--- src/rtl/tag_ring_pkg.sv ---
// Shared definitions for the tag_ring_sync slice: slot-state encoding and
// the round-robin pointer increment used by every ring pointer.
package tag_ring_pkg;

    typedef enum logic [1:0] {
        SLOT_FREE    = 2'd0,
        SLOT_LDMEM   = 2'd1,
        SLOT_COMPUTE = 2'd2,
        SLOT_STMEM   = 2'd3
    } slot_state_e;

    // Next pointer value, wrapping from depth-1 back to 0.
    function automatic int unsigned ptr_inc(input int unsigned ptr, input int unsigned depth);
        return (ptr >= depth - 1) ? 0 : ptr + 1;
    endfunction

endpackage

--- src/rtl/tag_ring_slot.sv ---
// One buffer slot of the tag ring: lifecycle state, pending-reuse counter and
// the two flags captured when the slot is freshly allocated.
module tag_ring_slot
    import tag_ring_pkg::*;
#(
    parameter int unsigned REUSE_W       = 4,
    parameter int unsigned STORE_ENABLED = 1
) (
    input  logic               clk,
    input  logic               reset,
    input  logic               alloc_i,
    input  logic               bias_i,
    input  logic               ddr_i,
    input  logic               reuse_i,
    input  logic               ld_done_i,
    input  logic               cmp_done_i,
    input  logic               st_done_i,
    output slot_state_e        state_o,
    output logic [REUSE_W-1:0] reuse_cnt_o,
    output logic               bias_o,
    output logic               ddr_o
);

    slot_state_e        state_q, state_d;
    logic [REUSE_W-1:0] cnt_q, cnt_d;
    logic               bias_q, bias_d;
    logic               ddr_q, ddr_d;

    // Slot lifecycle and reuse bookkeeping; a reuse and a non-final compute
    // done in the same cycle cancel out on the counter.
    always_comb begin
        state_d = state_q;
        cnt_d   = cnt_q;
        bias_d  = bias_q;
        ddr_d   = ddr_q;
        if (alloc_i) begin
            state_d = SLOT_LDMEM;
            bias_d  = bias_i;
            ddr_d   = ddr_i;
        end
        if (ld_done_i) begin
            state_d = SLOT_COMPUTE;
        end
        if (cmp_done_i) begin
            if (cnt_q != '0) begin
                cnt_d = cnt_q - REUSE_W'(1);
            end else begin
                state_d = (STORE_ENABLED != 0) ? SLOT_STMEM : SLOT_FREE;
            end
        end
        if (st_done_i) begin
            state_d = SLOT_FREE;
        end
        if (reuse_i) begin
            cnt_d = cnt_d + REUSE_W'(1);
        end
    end

    // Slot registers with synchronous reset.
    always_ff @(posedge clk) begin
        if (reset) begin
            state_q <= SLOT_FREE;
            cnt_q   <= '0;
            bias_q  <= 1'b0;
            ddr_q   <= 1'b0;
        end else begin
            state_q <= state_d;
            cnt_q   <= cnt_d;
            bias_q  <= bias_d;
            ddr_q   <= ddr_d;
        end
    end

    assign state_o     = state_q;
    assign reuse_cnt_o = cnt_q;
    assign bias_o      = bias_q;
    assign ddr_o       = ddr_q;

endmodule

--- src/rtl/tag_ring_sync.sv ---
// N-deep buffer-tag synchronizer between the decoder and the ldmem, compute
// and stmem engines. Optional statistics counters are enabled by defining
// TAG_RING_STATS_EN.
module tag_ring_sync
    import tag_ring_pkg::*;
#(
    parameter int unsigned NUM_TAGS      = 4,
    parameter int unsigned TAG_W         = $clog2(NUM_TAGS),
    parameter int unsigned REUSE_W       = 4,
    parameter int unsigned STORE_ENABLED = 1
) (
    input  logic             clk,
    input  logic             reset,
    input  logic             tag_req,
    input  logic             tag_reuse,
    input  logic             tag_bias_prev_sw,
    input  logic             tag_ddr_pe_sw,
    output logic             tag_ready,
    output logic [TAG_W-1:0] tag,
    output logic             tag_done,
    output logic [TAG_W:0]   occupancy,
    input  logic             ldmem_tag_done,
    output logic             ldmem_tag_ready,
    output logic [TAG_W-1:0] ldmem_tag,
    input  logic             compute_tag_done,
    output logic             compute_tag_ready,
    output logic [TAG_W-1:0] compute_tag,
    output logic             compute_bias_prev_sw,
    input  logic             stmem_tag_done,
    output logic             stmem_tag_ready,
    output logic [TAG_W-1:0] stmem_tag,
    output logic             stmem_ddr_pe_sw
`ifdef TAG_RING_STATS_EN
    ,
    output logic [31:0]      stall_alloc_cycles,
    output logic [31:0]      reuse_hits
`endif
);

    slot_state_e        slot_state [NUM_TAGS];
    logic [REUSE_W-1:0] slot_cnt   [NUM_TAGS];
    logic               slot_bias  [NUM_TAGS];
    logic               slot_ddr   [NUM_TAGS];

    logic [TAG_W-1:0] alloc_q, alloc_d, ld_q, ld_d, cmp_q, cmp_d, st_q, st_d;
    logic [TAG_W-1:0] prev_q, prev_d;
    logic             prev_valid_q, prev_valid_d;

    logic fresh_ready, reuse_ready, prev_busy;
    logic fresh_acc, reuse_acc, ld_acc, cmp_acc, cmp_final, st_acc;
    logic [TAG_W:0] occ_c;
    logic           pend_c;

    // Readiness is decoded from registered slot state at each pointer.
    assign fresh_ready       = (slot_state[alloc_q] == SLOT_FREE);
    assign ldmem_tag_ready   = (slot_state[ld_q] == SLOT_LDMEM);
    assign compute_tag_ready = (slot_state[cmp_q] == SLOT_COMPUTE);
    assign stmem_tag_ready   = (slot_state[st_q] == SLOT_STMEM);

    assign ld_acc    = ldmem_tag_done & ldmem_tag_ready;
    assign cmp_acc   = compute_tag_done & compute_tag_ready;
    assign cmp_final = cmp_acc & (slot_cnt[cmp_q] == '0);
    assign st_acc    = stmem_tag_done & stmem_tag_ready;

    assign prev_busy   = (slot_state[prev_q] == SLOT_LDMEM) || (slot_state[prev_q] == SLOT_COMPUTE);
    // A slot taking its final compute done this cycle cannot be reused.
    assign reuse_ready = prev_valid_q & prev_busy & (slot_cnt[prev_q] != '1)
                       & ~(cmp_final & (cmp_q == prev_q));

    assign tag_ready = tag_reuse ? reuse_ready : fresh_ready;
    assign tag       = tag_reuse ? prev_q : alloc_q;
    assign fresh_acc = tag_req & ~tag_reuse & fresh_ready;
    assign reuse_acc = tag_req & tag_reuse & reuse_ready;

    for (genvar i = 0; i < NUM_TAGS; i++) begin : g_slot
        localparam logic [TAG_W-1:0] IDX = TAG_W'(i);
        tag_ring_slot #(
            .REUSE_W      (REUSE_W),
            .STORE_ENABLED(STORE_ENABLED)
        ) u_slot (
            .clk        (clk),
            .reset      (reset),
            .alloc_i    (fresh_acc && (alloc_q == IDX)),
            .bias_i     (tag_bias_prev_sw),
            .ddr_i      (tag_ddr_pe_sw),
            .reuse_i    (reuse_acc && (prev_q == IDX)),
            .ld_done_i  (ld_acc && (ld_q == IDX)),
            .cmp_done_i (cmp_acc && (cmp_q == IDX)),
            .st_done_i  (st_acc && (st_q == IDX)),
            .state_o    (slot_state[i]),
            .reuse_cnt_o(slot_cnt[i]),
            .bias_o     (slot_bias[i]),
            .ddr_o      (slot_ddr[i])
        );
    end

    // Pointer and previous-tag next state; a fresh grant overrides the
    // prev_valid clear from a final compute in the same cycle.
    always_comb begin
        alloc_d      = alloc_q;
        ld_d         = ld_q;
        cmp_d        = cmp_q;
        st_d         = st_q;
        prev_d       = prev_q;
        prev_valid_d = prev_valid_q;
        if (cmp_final && (prev_q == cmp_q)) begin
            prev_valid_d = 1'b0;
        end
        if (fresh_acc) begin
            alloc_d      = TAG_W'(ptr_inc(32'(alloc_q), NUM_TAGS));
            prev_d       = alloc_q;
            prev_valid_d = 1'b1;
        end
        if (ld_acc) begin
            ld_d = TAG_W'(ptr_inc(32'(ld_q), NUM_TAGS));
        end
        if (cmp_final) begin
            cmp_d = TAG_W'(ptr_inc(32'(cmp_q), NUM_TAGS));
        end
        if (st_acc) begin
            st_d = TAG_W'(ptr_inc(32'(st_q), NUM_TAGS));
        end
    end

    // Pointer registers with synchronous reset.
    always_ff @(posedge clk) begin
        if (reset) begin
            alloc_q      <= '0;
            ld_q         <= '0;
            cmp_q        <= '0;
            st_q         <= '0;
            prev_q       <= '0;
            prev_valid_q <= 1'b0;
        end else begin
            alloc_q      <= alloc_d;
            ld_q         <= ld_d;
            cmp_q        <= cmp_d;
            st_q         <= st_d;
            prev_q       <= prev_d;
            prev_valid_q <= prev_valid_d;
        end
    end

    // Count busy slots and detect any pending reuse.
    always_comb begin
        occ_c  = '0;
        pend_c = 1'b0;
        for (int unsigned i = 0; i < NUM_TAGS; i++) begin
            if (slot_state[i] != SLOT_FREE) begin
                occ_c = occ_c + (TAG_W+1)'(1);
            end
            if (slot_cnt[i] != '0) begin
                pend_c = 1'b1;
            end
        end
    end

    assign occupancy            = occ_c;
    assign tag_done             = (occ_c == '0) & ~pend_c;
    assign ldmem_tag            = ld_q;
    assign compute_tag          = cmp_q;
    assign stmem_tag            = st_q;
    assign compute_bias_prev_sw = slot_bias[cmp_q];
    assign stmem_ddr_pe_sw      = slot_ddr[st_q];

`ifdef TAG_RING_STATS_EN
    logic [31:0] stall_q, stall_d, hits_q, hits_d;

    // Saturating stall and reuse-hit counters.
    always_comb begin
        stall_d = stall_q;
        hits_d  = hits_q;
        if (tag_req && !tag_ready && (stall_q != '1)) begin
            stall_d = stall_q + 32'd1;
        end
        if (reuse_acc && (hits_q != '1)) begin
            hits_d = hits_q + 32'd1;
        end
    end

    // Statistics registers with synchronous reset.
    always_ff @(posedge clk) begin
        if (reset) begin
            stall_q <= '0;
            hits_q  <= '0;
        end else begin
            stall_q <= stall_d;
            hits_q  <= hits_d;
        end
    end

    assign stall_alloc_cycles = stall_q;
    assign reuse_hits         = hits_q;
`endif

endmodule
--- config.mk ---
export PLATFORM = sky130hd
export DESIGN_NAME = tag_ring_sync
export DESIGN_NICKNAME = d
export VERILOG_FILES = /design/src/rtl/tag_ring_pkg.sv /design/src/rtl/tag_ring_slot.sv /design/src/rtl/tag_ring_sync.sv
export SDC_FILE = /design/constraint.sdc
export NUM_CORES = 1
export LEC_CHECK = 0
export CAP_MARGIN = 20
export CORE_ASPECT_RATIO = 0.8
export CORE_MARGIN = 2
export CORE_UTILIZATION = 44
export DETAILED_ROUTE_END_ITERATION = 10
export PLACE_DENSITY = 0.63
export SYNTH_ARGS = -nofsm -noshare
export SYNTH_HDL_FRONTEND = slang
export SYNTH_SLANG_ARGS = --single-unit
--- constraint.sdc ---
create_clock -name clk -period 2.93 [get_ports clk]
set_input_delay 0.879 -clock clk [delete_from_list [all_inputs] [get_ports clk]]
set_output_delay 0.879 -clock clk [all_outputs]
set_load 0.01 [all_outputs]
# After elaboration in Yosys (flattened, before gate mapping)
# Cells that the tools add are included.
dict set report totals {
  out_inout_bits 18
  input_bits 9
  wordCells 204
  ff_bits 43
}
dict set report op_classes {
  n_mux 71
  n_lt_le_gt_ge 9
  eq_ne 23
  add_sub_neg 15
  bitwise 21
  n_reduce_logical 43
}
# operator count
set ops {}
lappend ops {{$mux W4} 16}
lappend ops {{$mux W2} 31}
lappend ops {{$eq A2 B2 Y1 const B} 13}
lappend ops {{$logic_and A1 B1 Y1} 21}
lappend ops {{$bmux W2 S2} 5}
lappend ops {{$add A4 B1 Y4 const B} 4}
lappend ops {{$bmux W4 S2} 2}
lappend ops {{$reduce_bool A4 Y1} 4}
lappend ops {{$sub A4 B1 Y4 const B} 4}
lappend ops {{$ge A3 B3 Y1 const B} 5}
lappend ops {{$not A2 Y3} 5}
lappend ops {{$eq A2 B1 Y1 const B} 7}
lappend ops {{$and A1 B1 Y1} 13}
lappend ops {{$logic_not A2 Y1} 6}
lappend ops {{$mux W1} 12}
lappend ops {{$reduce_bool A2 Y1} 5}
lappend ops {{$add A3 B1 Y3 const B} 3}
lappend ops {{$mux W3} 3}
lappend ops {{$add A2 B1 Y2 const B} 4}
lappend ops {{$ge A2 B2 Y1 const B} 4}
lappend ops {{$reduce_or A2 Y1} 4}
lappend ops {{$bmux W1 S2} 2}
lappend ops {{$eq A2 B2 Y1} 2}
lappend ops {{$logic_not A4 Y1} 1}
lappend ops {{4 further kinds} 6}

# Logic depth before layout (Yosys ltp)
dict set report logic_depth {
  depth_word 13
  mapped_depth 10
  mapped_depth_nobuf 9
}

# Cells and area by module
# From an unflattened synthesis, not the netlist that was laid out.
dict set report hier_totals {
  hier_cells 403
  hier_area_um2 3402.0
}
# module seq_area_each_um2 area_per_inst_um2 cells_each n_inst
set by_module_without_submodules {}
lappend by_module_without_submodules {tag_ring_slot 160.2 473.0 57 4}
lappend by_module_without_submodules {tag_ring_sync 220.2 1510.2 175 1}

# Least setup slack after synthesis
# Ideal clock, no wire load.
dict set report synth_timing {
  path_type {reg-to-output}
  startpoint {register g_slot[1].u_slot.state_q[1]}
  endpoint {output tag_done}
  n_path_buf 0
  arrival_ps 2120
  slack_ps -69
  required_ps 2051
  path_stages_with_launch 8
  cell_sequence {dfxtp_1 or2_1 inv_1 ha_1 xnor2_1 xnor2_1 or3b_2 nor4_1}
}
dict set report synth_between {
  elab_chain_len 8
}
# element line
set synth_lines {}
lappend synth_lines {{start: declaration} tag_ring_slot.sv:24} ;# slot_state_e state_q, state_d;
lappend synth_lines {{start signal: assignment} tag_ring_slot.sv:67} ;# state_q <= state_d;
lappend synth_lines {{$reduce_bool A2 Y1 *} tag_ring_sync.sv:149} ;# if (slot_state[i] != SLOT_FREE) begin
lappend synth_lines {{$mux W3 *} tag_ring_sync.sv:149}
lappend synth_lines {{$add A3 B1 Y3} tag_ring_sync.sv:150} ;# occ_c = occ_c + (TAG_W+1)'(1);
lappend synth_lines {{$mux W3 *} tag_ring_sync.sv:149}
lappend synth_lines {{$add A3 B1 Y3} tag_ring_sync.sv:150}
lappend synth_lines {{$mux W3 *} tag_ring_sync.sv:149}
lappend synth_lines {{via occupancy[0]} tag_ring_sync.sv:21} ;# output logic [TAG_W:0] occupancy,
lappend synth_lines {{$logic_not A3 Y1 *} tag_ring_sync.sv:159} ;# assign tag_done = (occ_c == '0) & ~pend_c;
lappend synth_lines {{$and A1 B1 Y1 *} tag_ring_sync.sv:159}
lappend synth_lines {{end: declaration} tag_ring_sync.sv:20} ;# output logic tag_done,
# Mark *: on every way through the listed nets, which the timed path passes. The rest lies on a longest branch.

# Worst setup path in the final report
dict set report layout_timing {
  startpoint {register g_slot[1].u_slot.state_q[0]}
  endpoint {output tag_done}
}
dict set report layout_between {
  elab_chain_len 8
}
# element line
set layout_lines {}
lappend layout_lines {{$reduce_bool A2 Y1 *} tag_ring_sync.sv:149}
lappend layout_lines {{$mux W3 *} tag_ring_sync.sv:149}
lappend layout_lines {{$add A3 B1 Y3} tag_ring_sync.sv:150}
lappend layout_lines {{$mux W3 *} tag_ring_sync.sv:149}
lappend layout_lines {{$add A3 B1 Y3} tag_ring_sync.sv:150}
lappend layout_lines {{$mux W3 *} tag_ring_sync.sv:149}
lappend layout_lines {{$logic_not A3 Y1 *} tag_ring_sync.sv:159}
lappend layout_lines {{$and A1 B1 Y1 *} tag_ring_sync.sv:159}
# Every way passes the cells marked *; elsewhere a longest branch is shown, timed or not.

==> key figures <==
Outcome
  • Outcome: finished, violations left
  • Violated checks: negative setup slack

Global route
  • Total grt overflow: 0
  • Maximum number of pins on one net before global-route repair: 42
  • Global-route wire length before repair: 13900 µm
  • Initial antenna violation count: 0
  • Vias in the first global route: 2828
  • GR Util All Layers: 0.221

Yosys
  • Cell Area, Synth: 3220 µm²
  • Share of Yosys cell area claimed by the top area cell type: 0.267
  • Post-Syn Instances: 377
  • Yosys warnings: 0
  • Library cells used by synthesis: 63
  • Adder-cell share of the synthesized area: 0.105
  • Avg Cell Area, Syn: 8.55 µm²
  • XOR/XNOR share of the synthesized area: 0.0462
  • Post-synthesis compound-gate area fraction: 0.148
  • Largest family of logic cells by synthesized area: simple AND/OR/NAND/NOR gates
  • Cell taking the most area after synthesis: dfxtp_1
  • Syn_nets: 413
  • Multiplexer share of the synthesized area: 0.105
  • Synth top area cells: dfxtp_1, ha_1, mux2i_1
  • Post-synthesis register bit count: 43
  • Area fraction in and, or, nand and nor cells after synthesis: 0.264
  • Sequential cell area fraction in the yosys report: 0.267

Floorplanning
  • Die Width: 99.7 µm
  • Core area: 6990 µm²
  • Row count: 27
  • Chip height: 80.6 µm
  • Starting density of the core: 0.461
  • IO Pins: 27
  • Die ar.: 8030 µm²

Placement
  • Detailed Place HPWL: 6220 µm
  • GPL Wtd Cong: 0.868
  • Count of buffers from port buffering: 26

Clock tree
  • Clk sinks: 43
  • CTS tree: built
  • Clock tree buffer depth: 2
  • Total CTS buffers: 5
  • Root buffer cell: clkbuf_8
  • Reg clk slew, reported paths: 90 ps
  • H-tree Lvls: 2
  • Clock Latency Late Sink: 310 ps

Timing
  • Setup Skew: 4.17 ps
  • RSZ-0062 raised after global routing: true
  • Slew HR: 0.637
  • Slew of the pin with the lowest slew margin: 542 ps
  • Slack of the critical path: -310 ps
  • Fmax: 309 MHz
  • Final setup fails: 3
  • Hold Fails Final Rpt: 0
  • Tightest hold margin: 461 ps
  • Period utilisation layout: 1.11
  • Slew Viols, Final: 0
  • Period minus WS final: 3240 ps

Routing
  • Avg WL per Cell: 15.7 µm
  • ANT nets after route: 0
  • Total Wirelength: 8470 µm
  • Drt drc: 0
  • First-pass DRT Iterations: 5
  • Post-DR vias/cell: 5.51
  • Total vias in the final route: 2963
  • First DRT Iteration DRCs: 210

Cells and area
  • Layout cell share with drive strength beyond 1: 0.273
  • Synth-to-layout area growth: 27.4%
  • Util after Layout: 0.587
  • Diode count: 0
  • Nets: 486

Setup path
  • WP data arrival: 2360 ps
  • Worst Path Buf+Inv: 2
  • CP peak stage delay: 400 ps
  • Top Family by Delay on Critical Path: simple AND/OR/NAND/NOR gates
  • CP Data Required Time: 2050 ps
  • Critical Path Source Type: register
  • Crit path kind: reg -> out
  • Crit Path Max Fanout: 2
  • Slowest-stage cell, CP: or3b_4
  • CP Cell Sequence: or2_4 > inv_2 > ha_4 > xnor2_4 > xnor2_2 > or3b_4 > nor4_4 > buf_2
  • CP endpoint kind: output pin

Pwr
  • Power per cell area: 342 nW/µm²
  • Peak supply drop: 176 µV
  • Leakage: 1.78 nW

Hold path
  • Hold Crit Class: reg -> reg

Flow run
  • Max-Cap Viols: 0
registers in the layout, indices dropped and copies added (netlist names):
register and flops:
stmem_tag 2, compute_tag 2, alloc_q 2, ldmem_tag 2, g_slot.u_slot.reuse_cnt_o 16, prev_q 2, g_slot.u_slot.ddr_o 4, prev_valid_q 1
g_slot.u_slot.bias_o 4, g_slot.u_slot.state_o 8
kinds of logic after synthesis:
logic type | Yosys count
muxes | 27
DFF | 43
adders and majority gates | 27
buffers and inverters | 39
xor gates and xnor gates | 17
and+or+nand+nor | 155
AOI/OAI and AO/OA | 69
routing by layer:
layer / vias to the layer above / routed length [µm] / track usage
met4: 0 / 113 / 0.0630
met1: 1385 / 4220 / 0.309
li1: 1494 / - / -
met2: 74 / 3700 / 0.348
met3: 10 / 429 / 0.0435
met5: - / 0 / 0
worst register-to-register path: cells and delay by family (launching register included):
family                   cells  cell delay, ps
adder cells (fa/ha/maj)      1             170
XOR/XNOR                     1             150
multiplexers                 2             790
buffers and inverters        4             570
flip-flops                   1             340
AND/OR/NAND/NOR              3             490
cells in the mapped netlist (all sizes together):
cell type and instances:
nor2b 9, clkbuf 11, a41o 2, dfxtp 43, a41oi 1, o22ai 1, mux2 5, or4b 1
a21oi 27, o311a 1, ha 27, nor3b 5, or3b 2, or2 7, a22o 2, a21o 2
mux4 5, a22oi 4, o211ai 1, a31oi 3, a211oi 3, o21ai 10, nor2 32, nor3 7
clkdlybuf4s50 1, nand4 14, xnor2 14, nor4b 1, a221oi 6, nor4 5, buf 4, a31o 4
and2b 3, inv 23, o31a 1, o31ai 1, nand3 13, and2 3, mux2i 17, or3 4
and3 6, xor2 3, nand2 40, nand4b 3
area by class of cell:
class                   instances  area, µm²
repair buffers                 82        679
clock inverters                 2       12.5
multi-input cells             295       2280
clock buffers                   6       72.6
well taps                      87        109
fillers                       647       2890
flip-flops and latches         43        865
inverters                      23       86.3
per-stage QoR:
stage               instances  TNS [ps]  power (mW)  cell area [µm²]  worst slack [ps]
global placement          525     -1420       0.959             3870              -463
CTS                       536      -662        1.39             4050              -307
global route              538      -916        1.47             4110              -379
detailed placement        525     -1700       0.965             3870              -536
finish                    538      -711        1.40             4110              -310
floorplan                 377         0       0.824             3230              20.8
cells in the final DEF (no fill, tap or decap), drive strengths merged, types with 6 or more instances in the layout:
cell / n
o21ai: 10
or2: 7
and3: 6
buf: 61
ha: 27
a221oi: 6
mux2i: 17
nor2b: 9
nand4: 14
nand2: 40
a21oi: 27
nand3: 13
nor3: 7
nor2: 32
clkbuf: 6
inv: 23
clkdlybuf4s50: 18
dfxtp: 43
xnor2: 14
worst paths after layout:
| kind | slack, ps | startpoint | to | cells past startpoint |
|---|---|---|---|---|
| worst min-delay path | 460 | g_slot[3].u_slot.ddr_o | g_slot[3].u_slot.ddr_o | 2 |
| worst max-delay path | -310 | g_slot[1].u_slot.state_o[0] | tag_done | 8 |
| worst min register to register | 460 | g_slot[3].u_slot.ddr_o | g_slot[3].u_slot.ddr_o | 2 |
| worst max register to register | 290 | compute_tag[0] | g_slot[1].u_slot.reuse_cnt_o[2] | 11 |
repair_timing:
item                                    4_1_cts  5_1_grt
resized for setup                            40       11
setup buffers                                 3        3
hold buffers                                  0        0
endpoints found under the setup margin        8        4
gates cloned                                  0        0
pin swaps                                     9        7
power breakdown:
part           internal, mW  total [mW]  switching (mW)
Sequential            0.600       0.617          0.0175
Combinational         0.198       0.394           0.196
Clock                 0.167       0.394           0.227
(Power assumes the default switching activity.)
